### src/rtl/biquad_pkg.sv
// Shared FSM encoding, coefficient indices, op select and reduction helpers
// for the time-multiplexed biquad cascade.
package biquad_pkg;

  localparam logic [1:0] ST_IDLE = 2'd0;
  localparam logic [1:0] ST_MAC  = 2'd1;
  localparam logic [1:0] ST_OUT  = 2'd2;

  localparam int IDX_A1 = 0;
  localparam int IDX_A2 = 1;
  localparam int IDX_B0 = 2;
  localparam int IDX_B1 = 3;
  localparam int IDX_B2 = 4;
  localparam int COEFS_PER_SECTION = 5;

  typedef enum logic {
    OP_LOAD = 1'b0,
    OP_ACC  = 1'b1
  } mac_op_e;

  // Pass-through section: b0 = 1.0, everything else 0.
  function automatic logic signed [63:0] identity_coef(input int idx, input int frac_w);
    return (idx == IDX_B0) ? (64'sd1 <<< frac_w) : 64'sd0;
  endfunction

  function automatic int acc_width(input int data_w, input int coef_w);
    return data_w + coef_w + 3;
  endfunction

  function automatic logic signed [63:0] sat_max(input int w);
    return (64'sd1 <<< (w - 1)) - 64'sd1;
  endfunction

  function automatic logic signed [63:0] sat_min(input int w);
    return -(64'sd1 <<< (w - 1));
  endfunction

endpackage

### src/rtl/biquad_cascade_tdm_if.sv
// Sample handshake, coefficient write bus and status flags of biquad_cascade_tdm.
interface biquad_cascade_tdm_if #(
  parameter int DATA_W = 18,
  parameter int COEF_W = 18,
  parameter int ADDR_W = 5
);
  logic                     in_valid;
  logic                     in_ready;
  logic signed [DATA_W-1:0] in_data;
  logic                     out_valid;
  logic signed [DATA_W-1:0] out_data;
  logic                     coef_we;
  logic [ADDR_W-1:0]        coef_addr;
  logic signed [COEF_W-1:0] coef_wdata;
  logic                     coef_wr_drop;
  logic                     state_clr;
  logic                     sat_flag;

  modport master (
    output in_valid, in_data, coef_we, coef_addr, coef_wdata, state_clr,
    input  in_ready, out_valid, out_data, coef_wr_drop, sat_flag
  );

  modport slave (
    input  in_valid, in_data, coef_we, coef_addr, coef_wdata, state_clr,
    output in_ready, out_valid, out_data, coef_wr_drop, sat_flag
  );
endinterface

### src/rtl/biquad_mac.sv
// Shared multiply-accumulate with floor shift and DATA_W reduction.
// BIQUAD_SAT_EN selects clamping (reported on clamp_o) instead of two's-complement wrap.
module biquad_mac
  import biquad_pkg::*;
#(
  parameter int DATA_W = 18,
  parameter int COEF_W = 18,
  parameter int FRAC_W = 16
) (
  input  logic                     clk,
  input  logic                     rst,
  input  logic                     en_i,
  input  mac_op_e                  op_i,
  input  logic signed [DATA_W-1:0] add_i,
  input  logic signed [DATA_W-1:0] mul_a_i,
  input  logic signed [COEF_W-1:0] mul_b_i,
  output logic signed [DATA_W-1:0] red_o
`ifdef BIQUAD_SAT_EN
  ,
  output logic                     clamp_o
`endif
);
  localparam int PROD_W = DATA_W + COEF_W;
  localparam int ACC_W  = acc_width(DATA_W, COEF_W);

  logic signed [PROD_W-1:0] prod;
  logic signed [ACC_W-1:0]  base;
  logic signed [ACC_W-1:0]  acc_d;
  logic signed [ACC_W-1:0]  acc_q;

  always_comb begin
    prod  = PROD_W'(mul_a_i) * PROD_W'(mul_b_i);
    base  = (op_i == OP_LOAD) ? (ACC_W'(add_i) <<< FRAC_W) : acc_q;
    acc_d = base + ACC_W'(prod);
  end

`ifdef BIQUAD_SAT_EN
  localparam logic signed [ACC_W-1:0] MAX_V = ACC_W'(sat_max(DATA_W));
  localparam logic signed [ACC_W-1:0] MIN_V = ACC_W'(sat_min(DATA_W));
  logic signed [ACC_W-1:0] shifted;

  always_comb begin
    shifted = acc_d >>> FRAC_W;
    clamp_o = 1'b0;
    red_o   = shifted[DATA_W-1:0];
    if (shifted > MAX_V) begin
      red_o   = MAX_V[DATA_W-1:0];
      clamp_o = 1'b1;
    end else if (shifted < MIN_V) begin
      red_o   = MIN_V[DATA_W-1:0];
      clamp_o = 1'b1;
    end
  end
`else
  // Floor shift followed by wrap is just a slice of the accumulator.
  assign red_o = acc_d[FRAC_W +: DATA_W];
`endif

  always_ff @(posedge clk) begin
    if (rst) begin
      acc_q <= '0;
    end else if (en_i) begin
      acc_q <= acc_d;
    end
  end
endmodule

### src/rtl/biquad_cascade_tdm.sv
// Cascade of NUM_SECTIONS direct-form-II biquads time-multiplexed over one MAC.
// Define BIQUAD_SAT_EN for saturating reduction and a sticky sat_flag.
module biquad_cascade_tdm
  import biquad_pkg::*;
#(
  parameter int DATA_W       = 18,
  parameter int COEF_W       = 18,
  parameter int FRAC_W       = 16,
  parameter int NUM_SECTIONS = 4
) (
  input  logic                 clk,
  input  logic                 rst,
  biquad_cascade_tdm_if.slave  bus
);
  localparam int NUM_COEF = COEFS_PER_SECTION * NUM_SECTIONS;
  localparam int ADDR_W   = $clog2(NUM_COEF);
  localparam int SEC_W    = (NUM_SECTIONS > 1) ? $clog2(NUM_SECTIONS) : 1;

  logic [1:0]               state_q, state_d;
  logic [2:0]               step_q;
  logic [SEC_W-1:0]         sec_q;
  logic signed [DATA_W-1:0] x_q, w_reg_q, out_data_q;
  logic                     out_valid_q, drop_q;

  logic signed [COEF_W-1:0] coef_all [NUM_COEF];
  logic signed [DATA_W-1:0] w1_all [NUM_SECTIONS];
  logic signed [DATA_W-1:0] w2_all [NUM_SECTIONS];

  logic idle, accept, clr_go, wr_go, shift_go, last_sec;
  logic [ADDR_W-1:0]        sec_base, rd_addr;
  logic [2:0]               rd_idx;
  mac_op_e                  mac_op;
  logic signed [DATA_W-1:0] mac_add, mac_a, mac_red;
  logic signed [COEF_W-1:0] mac_b;

  assign idle     = (state_q == ST_IDLE);
  assign accept   = idle && !bus.state_clr && bus.in_valid;
  assign clr_go   = idle && bus.state_clr;
  assign wr_go    = idle && bus.coef_we &&
                    ({1'b0, bus.coef_addr} < (ADDR_W + 1)'(NUM_COEF));
  assign shift_go = (state_q == ST_MAC) && (step_q == 3'd4);
  assign last_sec = (sec_q == SEC_W'(NUM_SECTIONS - 1));

  for (genvar gi = 0; gi < NUM_COEF; gi++) begin : g_coef
    localparam logic signed [COEF_W-1:0] RST_V =
      COEF_W'(identity_coef(gi % COEFS_PER_SECTION, FRAC_W));
    logic signed [COEF_W-1:0] coef_q;
    always_ff @(posedge clk) begin
      if (rst) begin
        coef_q <= RST_V;
      end else if (wr_go && (bus.coef_addr == ADDR_W'(gi))) begin
        coef_q <= bus.coef_wdata;
      end
    end
    assign coef_all[gi] = coef_q;
  end

  for (genvar gi = 0; gi < NUM_SECTIONS; gi++) begin : g_sec
    logic signed [DATA_W-1:0] w1_q, w2_q;
    always_ff @(posedge clk) begin
      if (rst || clr_go) begin
        w1_q <= '0;
        w2_q <= '0;
      end else if (shift_go && (sec_q == SEC_W'(gi))) begin
        w2_q <= w1_q;
        w1_q <= w_reg_q;
      end
    end
    assign w1_all[gi] = w1_q;
    assign w2_all[gi] = w2_q;
  end

  // Step schedule: a1*w1, a2*w2, b1*w1, b2*w2, b0*w; w is captured after step 1.
  always_comb begin
    mac_op  = OP_ACC;
    mac_add = x_q;
    mac_a   = w1_all[sec_q];
    rd_idx  = 3'(IDX_A1);
    case (step_q)
      3'd0: begin mac_op = OP_LOAD; mac_a = w1_all[sec_q]; rd_idx = 3'(IDX_A1); end
      3'd1: begin mac_a = w2_all[sec_q]; rd_idx = 3'(IDX_A2); end
      3'd2: begin mac_op = OP_LOAD; mac_add = '0; mac_a = w1_all[sec_q]; rd_idx = 3'(IDX_B1); end
      3'd3: begin mac_a = w2_all[sec_q]; rd_idx = 3'(IDX_B2); end
      default: begin mac_a = w_reg_q; rd_idx = 3'(IDX_B0); end
    endcase
    sec_base = ADDR_W'(sec_q) * ADDR_W'(COEFS_PER_SECTION);
    rd_addr  = sec_base + ADDR_W'(rd_idx);
    mac_b    = coef_all[rd_addr];
  end

`ifdef BIQUAD_SAT_EN
  logic mac_clamp, sat_q;
`endif

  biquad_mac #(.DATA_W(DATA_W), .COEF_W(COEF_W), .FRAC_W(FRAC_W)) u_mac (
    .clk     (clk),
    .rst     (rst),
    .en_i    (state_q == ST_MAC),
    .op_i    (mac_op),
    .add_i   (mac_add),
    .mul_a_i (mac_a),
    .mul_b_i (mac_b),
    .red_o   (mac_red)
`ifdef BIQUAD_SAT_EN
    ,
    .clamp_o (mac_clamp)
`endif
  );

  always_comb begin
    state_d = state_q;
    case (state_q)
      ST_IDLE: if (accept) state_d = ST_MAC;
      ST_MAC:  if (shift_go && last_sec) state_d = ST_OUT;
      ST_OUT:  state_d = ST_IDLE;
      default: state_d = ST_IDLE;
    endcase
  end

  always_ff @(posedge clk) begin
    if (rst) begin
      state_q     <= ST_IDLE;
      step_q      <= '0;
      sec_q       <= '0;
      x_q         <= '0;
      w_reg_q     <= '0;
      out_data_q  <= '0;
      out_valid_q <= 1'b0;
      drop_q      <= 1'b0;
    end else begin
      state_q     <= state_d;
      out_valid_q <= (state_q == ST_OUT);
      drop_q      <= bus.coef_we && !wr_go;
      if (accept) begin
        x_q    <= bus.in_data;
        sec_q  <= '0;
        step_q <= '0;
      end
      if (state_q == ST_MAC) begin
        if (step_q == 3'd1) w_reg_q <= mac_red;
        if (shift_go) begin
          x_q    <= mac_red;
          step_q <= '0;
          if (!last_sec) sec_q <= sec_q + SEC_W'(1);
        end else begin
          step_q <= step_q + 3'd1;
        end
      end
      if (state_q == ST_OUT) out_data_q <= x_q;
    end
  end

`ifdef BIQUAD_SAT_EN
  always_ff @(posedge clk) begin
    if (rst) begin
      sat_q <= 1'b0;
    end else if ((state_q == ST_MAC) && ((step_q == 3'd1) || shift_go) && mac_clamp) begin
      sat_q <= 1'b1;
    end
  end
  assign bus.sat_flag = sat_q;
`else
  assign bus.sat_flag = 1'b0;
`endif

  assign bus.in_ready     = idle && !bus.state_clr;
  assign bus.out_valid    = out_valid_q;
  assign bus.out_data     = out_data_q;
  assign bus.coef_wr_drop = drop_q;
endmodule

### src/flat_wrapper.sv
// flat-port wrapper written by rule: the top's interface ports become plain ports
module biquad_cascade_tdm_flat import biquad_pkg::*;
#(
  parameter int DATA_W       = 18,
  parameter int COEF_W       = 18,
  parameter int FRAC_W       = 16,
  parameter int NUM_SECTIONS = 4
)
  (clk, rst, bus_in_valid, bus_in_data, bus_coef_we, bus_coef_addr, bus_coef_wdata, bus_state_clr, bus_in_ready, bus_out_valid, bus_out_data, bus_coef_wr_drop, bus_sat_flag);
  biquad_cascade_tdm_if #(.DATA_W(DATA_W), .COEF_W(COEF_W), .ADDR_W(($clog2(5 * NUM_SECTIONS)))) bus_i ();
  input  logic clk;
  input  logic rst;
  input wire logic [$bits(bus_i.in_valid)-1:0] bus_in_valid;
  input wire logic [$bits(bus_i.in_data)-1:0] bus_in_data;
  input wire logic [$bits(bus_i.coef_we)-1:0] bus_coef_we;
  input wire logic [$bits(bus_i.coef_addr)-1:0] bus_coef_addr;
  input wire logic [$bits(bus_i.coef_wdata)-1:0] bus_coef_wdata;
  input wire logic [$bits(bus_i.state_clr)-1:0] bus_state_clr;
  output wire logic [$bits(bus_i.in_ready)-1:0] bus_in_ready;
  output wire logic [$bits(bus_i.out_valid)-1:0] bus_out_valid;
  output wire logic [$bits(bus_i.out_data)-1:0] bus_out_data;
  output wire logic [$bits(bus_i.coef_wr_drop)-1:0] bus_coef_wr_drop;
  output wire logic [$bits(bus_i.sat_flag)-1:0] bus_sat_flag;
  assign bus_i.in_valid = bus_in_valid;
  assign bus_i.in_data = bus_in_data;
  assign bus_i.coef_we = bus_coef_we;
  assign bus_i.coef_addr = bus_coef_addr;
  assign bus_i.coef_wdata = bus_coef_wdata;
  assign bus_i.state_clr = bus_state_clr;
  assign bus_in_ready = bus_i.in_ready;
  assign bus_out_valid = bus_i.out_valid;
  assign bus_out_data = bus_i.out_data;
  assign bus_coef_wr_drop = bus_i.coef_wr_drop;
  assign bus_sat_flag = bus_i.sat_flag;
  biquad_cascade_tdm #(.DATA_W(DATA_W), .COEF_W(COEF_W), .FRAC_W(FRAC_W), .NUM_SECTIONS(NUM_SECTIONS)) u_core (.clk(clk), .rst(rst), .bus(bus_i));
endmodule
### config.mk
export PLATFORM = sky130hd
export DESIGN_NAME = biquad_cascade_tdm_flat
export DESIGN_NICKNAME = d
export VERILOG_FILES = /design/src/rtl/biquad_pkg.sv /design/src/rtl/biquad_cascade_tdm_if.sv /design/src/rtl/biquad_mac.sv /design/src/rtl/biquad_cascade_tdm.sv /design/src/flat_wrapper.sv
export SDC_FILE = /design/constraint.sdc
export NUM_CORES = 2
export LEC_CHECK = 0
export BUFFER_PORTS_ARGS = -buffer_cell sky130_fd_sc_hd__buf_2
export CORE_UTILIZATION = 50
export CTS_BUF_LIST = sky130_fd_sc_hd__clkbuf_16
export CTS_CLUSTER_DIAMETER = 100
export DETAILED_ROUTE_END_ITERATION = 10
export GPL_TIMING_DRIVEN = 1
export PLACE_DENSITY = 0.73
export SYNTH_ARGS = -nofsm -noshare
export SYNTH_HDL_FRONTEND = slang
export SYNTH_SLANG_ARGS = --single-unit
### constraint.sdc
create_clock -name clk -period 12.2 [get_ports clk]
set_input_delay 2.44 -clock clk [delete_from_list [all_inputs] [get_ports clk]]
set_output_delay 2.44 -clock clk [all_outputs]
set_load 0.02 [all_outputs]
# Word level (Yosys, flattened, before mapping)

Cells that the tools add are included.

Logic and storage cells: 147
Flip-flop bits (word level): 606
Input bits: 46
Output and inout port bits: 22

Reduce and logical (&&, ||, !) cells: 43
Multiplexer cells: 26
$add $sub $neg: 4
Order comparisons: 3
Bitwise logic cells: 2
Multiply operators: 2
Eq/ne operators: 30

Operator list:

| kind                                                                | count |
|---|---|
| 18-bit 2-to-1 mux                                                   | 10 |
| 18-bit binary-select mux with 5-bit select                          | 1 |
| 18-bit binary-select mux with 2-bit select                          | 2 |
| 5-bit by 4-bit == test with 1-bit output (second input constant)    | 8 |
| 39-bit by 36-bit adder with 39-bit output                           | 1 |
| 39-bit 2-to-1 mux                                                   | 1 |
| 18-bit by 18-bit multiplier with 36-bit output                      | 1 |
| 18-bit one-hot mux with 2 select lines                              | 1 |
| 1-bit logical AND                                                   | 31 |
| 5-bit by 3-bit == test with 1-bit output (second input constant)    | 4 |
| 5-bit == test (second input constant)                               | 4 |
| 2-bit 2-to-1 mux                                                    | 6 |
| 3-bit one-hot mux with 4 select lines                               | 1 |
| 5-bit by 2-bit == test with 1-bit output (second input constant)    | 2 |
| 3-bit 2-to-1 mux                                                    | 3 |
| 2-bit == test (second input constant)                               | 3 |
| 3-bit by 2-bit == test with 1-bit output (second input constant)    | 2 |
| 6-bit greater-or-equal comparator (second input constant)           | 1 |
| 5-bit NOT with 6-bit output                                         | 1 |
| 5-bit by 3-bit adder with 5-bit output                              | 1 |
| 5-bit by 1-bit == test with 1-bit output (second input constant)    | 1 |
| 5-bit logical NOT                                                   | 1 |
| 5-bit < comparator (second input constant)                          | 1 |
| 2-bit by 3-bit multiplier with 5-bit output (second input constant) | 1 |
| other kinds (17)                                                    | 22 |

# Longest topological paths before layout

Word-level depth: 11
Mapped depth: 41
Depth with buffers taken out: 35

# Cells and area by module

A second synthesis with hierarchy kept.

Cells, all modules: 4159
Area, all modules: 39512.9 um^2

Modules (own cells, without submodules):

| module             | sequential area each (um^2) | area each (um^2) | cells an instance | times used |
|---|---|---|---|---|
| biquad_cascade_tdm | 11350.9                     | 24908.9          | 2573              | 1 |
| biquad_mac         | 680.7                       | 14604.0          | 1586              | 1 |

# Least setup slack after synthesis

No wires, ideal clock.

Kind: register to register
From: register u_core.step_q[0]
To: register u_core.x_q[17]
Period minus slack after synthesis: 10.669 ns
Path buffers: 8
Setup time: 0.088 ns
Path slack: 1.531 ns
Data arrival time: 10.581 ns
Cell stages (with the launch flop): 41
Required time: 12.112 ns
Cell sequence: dfxtp_1 > clkbuf_1 > inv_2 > buf_1 > ha_1 > clkbuf_1 > buf_1 > o2bb2ai_1 > ha_1 > ha_1 > fa_1 > xor2_1 > buf_2 > buf_2 > nor3_2 > buf_2 > a22o_1 > buf_2 > [... 5 more ...] > fa_1 > inv_1 > fa_1 > fa_1 > fa_1 > inv_1 > fa_1 > inv_1 > ha_1 > o21a_1 > o21a_1 > o41a_1 > o2bb2ai_1 > o31a_1 > a211o_1 > xnor3_2 > nor2_2 > a311oi_2

Word-level cells in the longest chain between the ends: 11
Elaborated cells between the ends (all ways): 21
Those cells by class: add/sub (2); mul (1); eq/ne (4); mux (9); bitwise (1); reduce/logical (4)

RTL lines:

| element                                                          | RTL line                  | source |
|---|---|---|
| start, declared                                                  | biquad_cascade_tdm.sv:20  | `logic [2:0] step_q;` |
| start signal, assigned                                           | biquad_cascade_tdm.sv:146 | `step_q <= step_q + 3'd1;` |
| 3-bit by 2-bit == test with 1-bit output (tied with other cells) | biquad_cascade_tdm.sv:79  | `case (step_q)` |
| 3-bit one-hot mux with 4 select lines                            | biquad_cascade_tdm.sv:79  |  |
| 5-bit by 3-bit adder with 5-bit output                           | biquad_cascade_tdm.sv:87  | `rd_addr = sec_base + ADDR_W'(rd_idx);` |
| 5-bit NOT with 6-bit output (not written as such)                | biquad_cascade_tdm.sv:88  | `mac_b = coef_all[rd_addr];` |
| 18-bit binary-select mux with 5-bit select                       | biquad_cascade_tdm.sv:88  |  |
| 18-bit 2-to-1 mux (not written as such) (2 in a row)             | biquad_cascade_tdm.sv:88  |  |
| 18-bit by 18-bit multiplier with 36-bit output                   | biquad_mac.sv:32          | `prod = PROD_W'(mul_a_i) * PROD_W'(mul_b_i);` |
| 39-bit by 36-bit adder with 39-bit output                        | biquad_mac.sv:34          | `acc_d = base + ACC_W'(prod);` |
| 18-bit 2-to-1 mux (*)                                            | biquad_cascade_tdm.sv:141 | `if (shift_go) begin` |
| 18-bit 2-to-1 mux (*)                                            | biquad_cascade_tdm.sv:139 | `if (state_q == ST_MAC) begin` |
| end signal, assigned                                             | biquad_cascade_tdm.sv:135 | `x_q <= bus.in_data;` |
| end signal, assigned                                             | biquad_cascade_tdm.sv:142 | `x_q <= mac_red;` |
| end, declared                                                    | biquad_cascade_tdm.sv:22  | `logic signed [DATA_W-1:0] x_q, w_reg_q, out_data_q;` |

Every way passes the cells marked *; elsewhere a longest branch is shown, timed or not. The select of a mux whose other input is x is not followed.
A chain may end at the register's enable or synchronous reset.

# Final worst setup path

From: register u_core.step_q[0]
To: register u_core.u_mac.acc_q[23]

Word-level cells in the longest chain between the ends: 9
Elaborated cells between the ends (all ways): 17
Those cells by class: add/sub (2); mul (1); eq/ne (3); mux (7); bitwise (1); reduce/logical (3)

RTL lines:

| element                                                          | RTL line                 | source |
|---|---|---|
| 3-bit by 2-bit == test with 1-bit output (tied with other cells) | biquad_cascade_tdm.sv:79 |  |
| 3-bit one-hot mux with 4 select lines                            | biquad_cascade_tdm.sv:79 |  |
| 5-bit by 3-bit adder with 5-bit output                           | biquad_cascade_tdm.sv:87 |  |
| 5-bit NOT with 6-bit output (not written as such)                | biquad_cascade_tdm.sv:88 |  |
| 18-bit binary-select mux with 5-bit select                       | biquad_cascade_tdm.sv:88 |  |
| 18-bit 2-to-1 mux (not written as such) (2 in a row)             | biquad_cascade_tdm.sv:88 |  |
| 18-bit by 18-bit multiplier with 36-bit output                   | biquad_mac.sv:32         |  |
| 39-bit by 36-bit adder with 39-bit output (*)                    | biquad_mac.sv:34         |  |
| end signal, assigned                                             | biquad_mac.sv:61         | `acc_q <= '0;` |
| end signal, assigned                                             | biquad_mac.sv:63         | `acc_q <= acc_d;` |
| end, declared                                                    | biquad_mac.sv:29         | `logic signed [ACC_W-1:0] acc_q;` |

Marked as above.

==> impl_results.md <==
- Startpoint Class: flop
- Status: finished, final reports clean
- ANT nets after route: 0
- Total GRT Usage: 28.6%
- CP Data Arrival Time: 11.42 ns
- Antenna violations before repair: 2
- EDFF count, synth: 0
- Final worst-path cycle share: 89.3%
- Nets: 4882
- Pin count of the biggest net entering global routing: 109
- Fraction of layout cells with a size suffix above 1: 10.3%
- CP top delay family: adder cells
- Top cell type by total area after synthesis: dfxtp_1
- Clock Pin Slew Worst Setup and Hold Paths: 0.07 ns
- Via Count: 31157
- Vias/cell: 5.78
- Ratio of total power to cell area: 103 mW/mm^2
- Number of distinct library cells after synthesis: 66
- Std cell rows: 100
- Maximum fanout along the worst path: 44
- Area growth syn-to-layout: 8.36%
- Placed insts: 5267
- Die Wd: 278 microns
- Register area share after synthesis: 31.5%
- Area occupied by multi-input gates: 0.0237 sq mm
- Grt ovf: 0
- Power, Total: 4.26 mW
- Max stage delay on crit path: 0.72 ns
- Post-synth ARST share: 0%
- Placer Congestion: 0.969
- Max cap viols: 0
- Hold Path Class: flop to flop
- Reg area: 0.0120 sq mm
- Mapped cell area: 0.0382 sq mm
- Top-count cell post-synth: nand2_1
- Slew headroom: 18.4%
- Worst slew pin tran: 1.21 ns
- Synth top area share: 31.5%
- CTS Buf Count: 66
- CP bufs+invs: 6
- Critical path class: flop to flop
- Hold Vio Cnt, Final: 0
- Synth Warn #: 0
- First-pass GRT wire length: 174 mm
- Post-Syn Instances: 4459
- WL/cell: 20.4 microns
- Final Max Slew Viols: 0
- Setup TNS: 0 ns
- Top cells by count, synth: 1335 x nand2_1, 614 x a21oi_1, 601 x dfxtp_1
- Layout fillers: 6646
- DRT iter0 DRCs: 3141
- DP Area: 0.0392 sq mm
- DP Wirelength: 77.3 mm
- Max Clock Freq: 91.8 MHz
- Post-CTS setup repair buffer count: 0
- PortBufs: 66
- Leakage: 16.2 nW
- Slowest CP cell: ha_4
- Mapped Nets: 4975
- Hold Buf Count CTS: 0
- Core Box Area: 0.0749 sq mm
- Crit path required time: 12.72 ns
- Dominant cells by area after synthesis: dfxtp_1 32%, fa_1 18%, nand2_1 13%
- CTS max path bufs: 3
- Most used cell, CP: fa_1
- Final setup viols: 0
- Root Buffer: clkbuf_16
- H-tree levels: 3
- Final WL: 110 mm
- TritonCTS Sinks: 601
- Max rail drop VDD: 117 uV
- RSZ-0062 raised after global routing: false
- Clk_lat worst skew: 0.64 ns
- Seq cells post-synth: 601
- Clock skew: 0.0391 ns
- Antenna diode count: 0
- Resize count post-CTS: 0
- IO Pins: 68
- Top_reg_cell synth: dfxtp_1
- DRT Pass-1 Iters: 8
- Initial Util: 50.9%
- Vias in the first global route: 31020
- CTS tree: built
- Non-filler cells in the finished layout: 5386
- Post-route minimum period: 10.90 ns
- Die Area: 0.0775 sq mm
- DRC errors left: 0
- Crit path capture type: flop
- Mean Syn Cell Area: 8.56 sq um
- Die height: 278 microns
- Cell area after layout: 0.0414 sq mm
==> power breakdown <==
group | switching (mW) | leakage, nW | internal [mW] | total [mW]
Clock | 0.881 | 1.08 | 1.13 | 2.02
Combinational | 0.183 | 10.2 | 0.0761 | 0.259
Sequential | 0.0106 | 4.85 | 1.98 | 1.99
==> metal layers <==
layer / up-vias / track usage, % / share of wire (%) / wire, microns
met4: 4 / 9.29 / 2.9 / 3190
li1: 14202 / - / - / -
met1: 15416 / 38.4 / 42 / 45500
met2: 1327 / 45.7 / 46 / 50500
met3: 208 / 6.49 / 9.5 / 10400
met5: - / 0 / 0.021 / 23
==> worst reg2reg max path, delay by kind of cell, from the launching register on <==
family	cells	cell delay, ns
fa+ha+maj	11	4.84
compound gates	9	3.23
buf+inv	6	1.09
mux	2	0.86
flops	1	0.63
simple gates	2	0.15
==> kinds of logic after synthesis <==
kind of cell | synth area share [%]
AND/OR/NAND/NOR | 18.7
AO/OA/AOI/OAI | 11.1
buffers and inverters | 6.76
flip-flops | 31.5
adder cells (fa/ha/maj) | 22.2
multiplexers | 8.69
XOR/XNOR | 0.980
other | 0.00982
==> layout by cell type, fill, tap and decap left out, types with 8 or more instances in the layout <==
| master | netlist | routed |
|---|---|---|
| and2_1 | 15 | 15 |
| buf_2 | 23 | 65 |
| ha_1 | 123 | 121 |
| nor3_1 | 21 | 12 |
| a21oi_1 | 614 | 613 |
| clkinv_1 | 1 | 14 |
| a21o_1 | 13 | 13 |
| mux2i_1 | 14 | 14 |
| nor3b_1 | 21 | 21 |
| a311oi_1 | 11 | 11 |
| buf_4 | 11 | 66 |
| o21a_1 | 17 | 17 |
| nand4_1 | 8 | 8 |
| nand2b_1 | 27 | 26 |
| a211oi_1 | 16 | 16 |
| clkbuf_16 | 0 | 66 |
| a31oi_1 | 8 | 8 |
| o21ai_0 | 21 | 21 |
| nor2_1 | 235 | 226 |
| and3_1 | 12 | 12 |
| or2_2 | 32 | 32 |
| xor2_1 | 9 | 8 |
| inv_1 | 365 | 373 |
| nor2b_1 | 14 | 12 |
| xnor2_1 | 31 | 31 |
| fa_1 | 347 | 347 |
| clkinv_2 | 0 | 9 |
| nand2_1 | 1335 | 1334 |
| nor2_2 | 2 | 11 |
| dfxtp_1 | 601 | 598 |
| mux4_2 | 141 | 141 |
| o21ai_1 | 11 | 11 |
| nand3_1 | 33 | 33 |
==> worst paths after layout <==
check | startpoint | end | slack (ns) | depth (start not counted)
max | u_core.step_q[0]$_SDFFE_PP0P_ | u_core.u_mac.acc_q[23]$_SDFFE_PP0P_ | 1.30 | 30
min | u_core.g_sec[1].w1_q[17]$_SDFFE_PP0P_ | u_core.g_sec[1].w2_q[17]$_SDFFE_PP0P_ | 0.43 | 2
max reg2reg | u_core.step_q[0]$_SDFFE_PP0P_ | u_core.u_mac.acc_q[23]$_SDFFE_PP0P_ | 1.30 | 30
min reg2reg | u_core.g_sec[1].w1_q[17]$_SDFFE_PP0P_ | u_core.g_sec[1].w2_q[17]$_SDFFE_PP0P_ | 0.43 | 2
==> through the flow <==
stage	hold slack [ns]	util, %	worst slack, ns
6_report	0.434	55.2	1.30
5_1_grt	0.464	55.2	0.954
4_1_cts	0.439	55.2	1.40
2_1_floorplan	0.432	-	1.53
3_5_place_dp	0.444	52.3	1.43
3_3_place_gp	0.438	52.3	1.42
==> state kept, by name (all words and copies together) (netlist names), 3 cells and up <==
name	flops
u_core.step_q	3
u_core.bus.out_data	18
u_core.w_reg_q	18
u_core.g_coef.coef_q	360
u_core.g_sec.w1_q	72
u_core.x_q	18
u_core.g_sec.w2_q	72
u_core.u_mac.acc_q	34
==> final cells by class <==
| class | instances | share of cell area [%] |
|---|---|---|
| Multi-Input combinational cell | 3197 | 57.3 |
| Sequential cell | 601 | 29.1 |
| Clock buffer | 66 | 3.99 |
| Inverter | 367 | 3.33 |
| Tap cell | 969 | 2.93 |
| Timing Repair Buffer | 133 | 2.07 |
| Clock inverter | 53 | 1.24 |
Power figures use the tool's default switching activity.
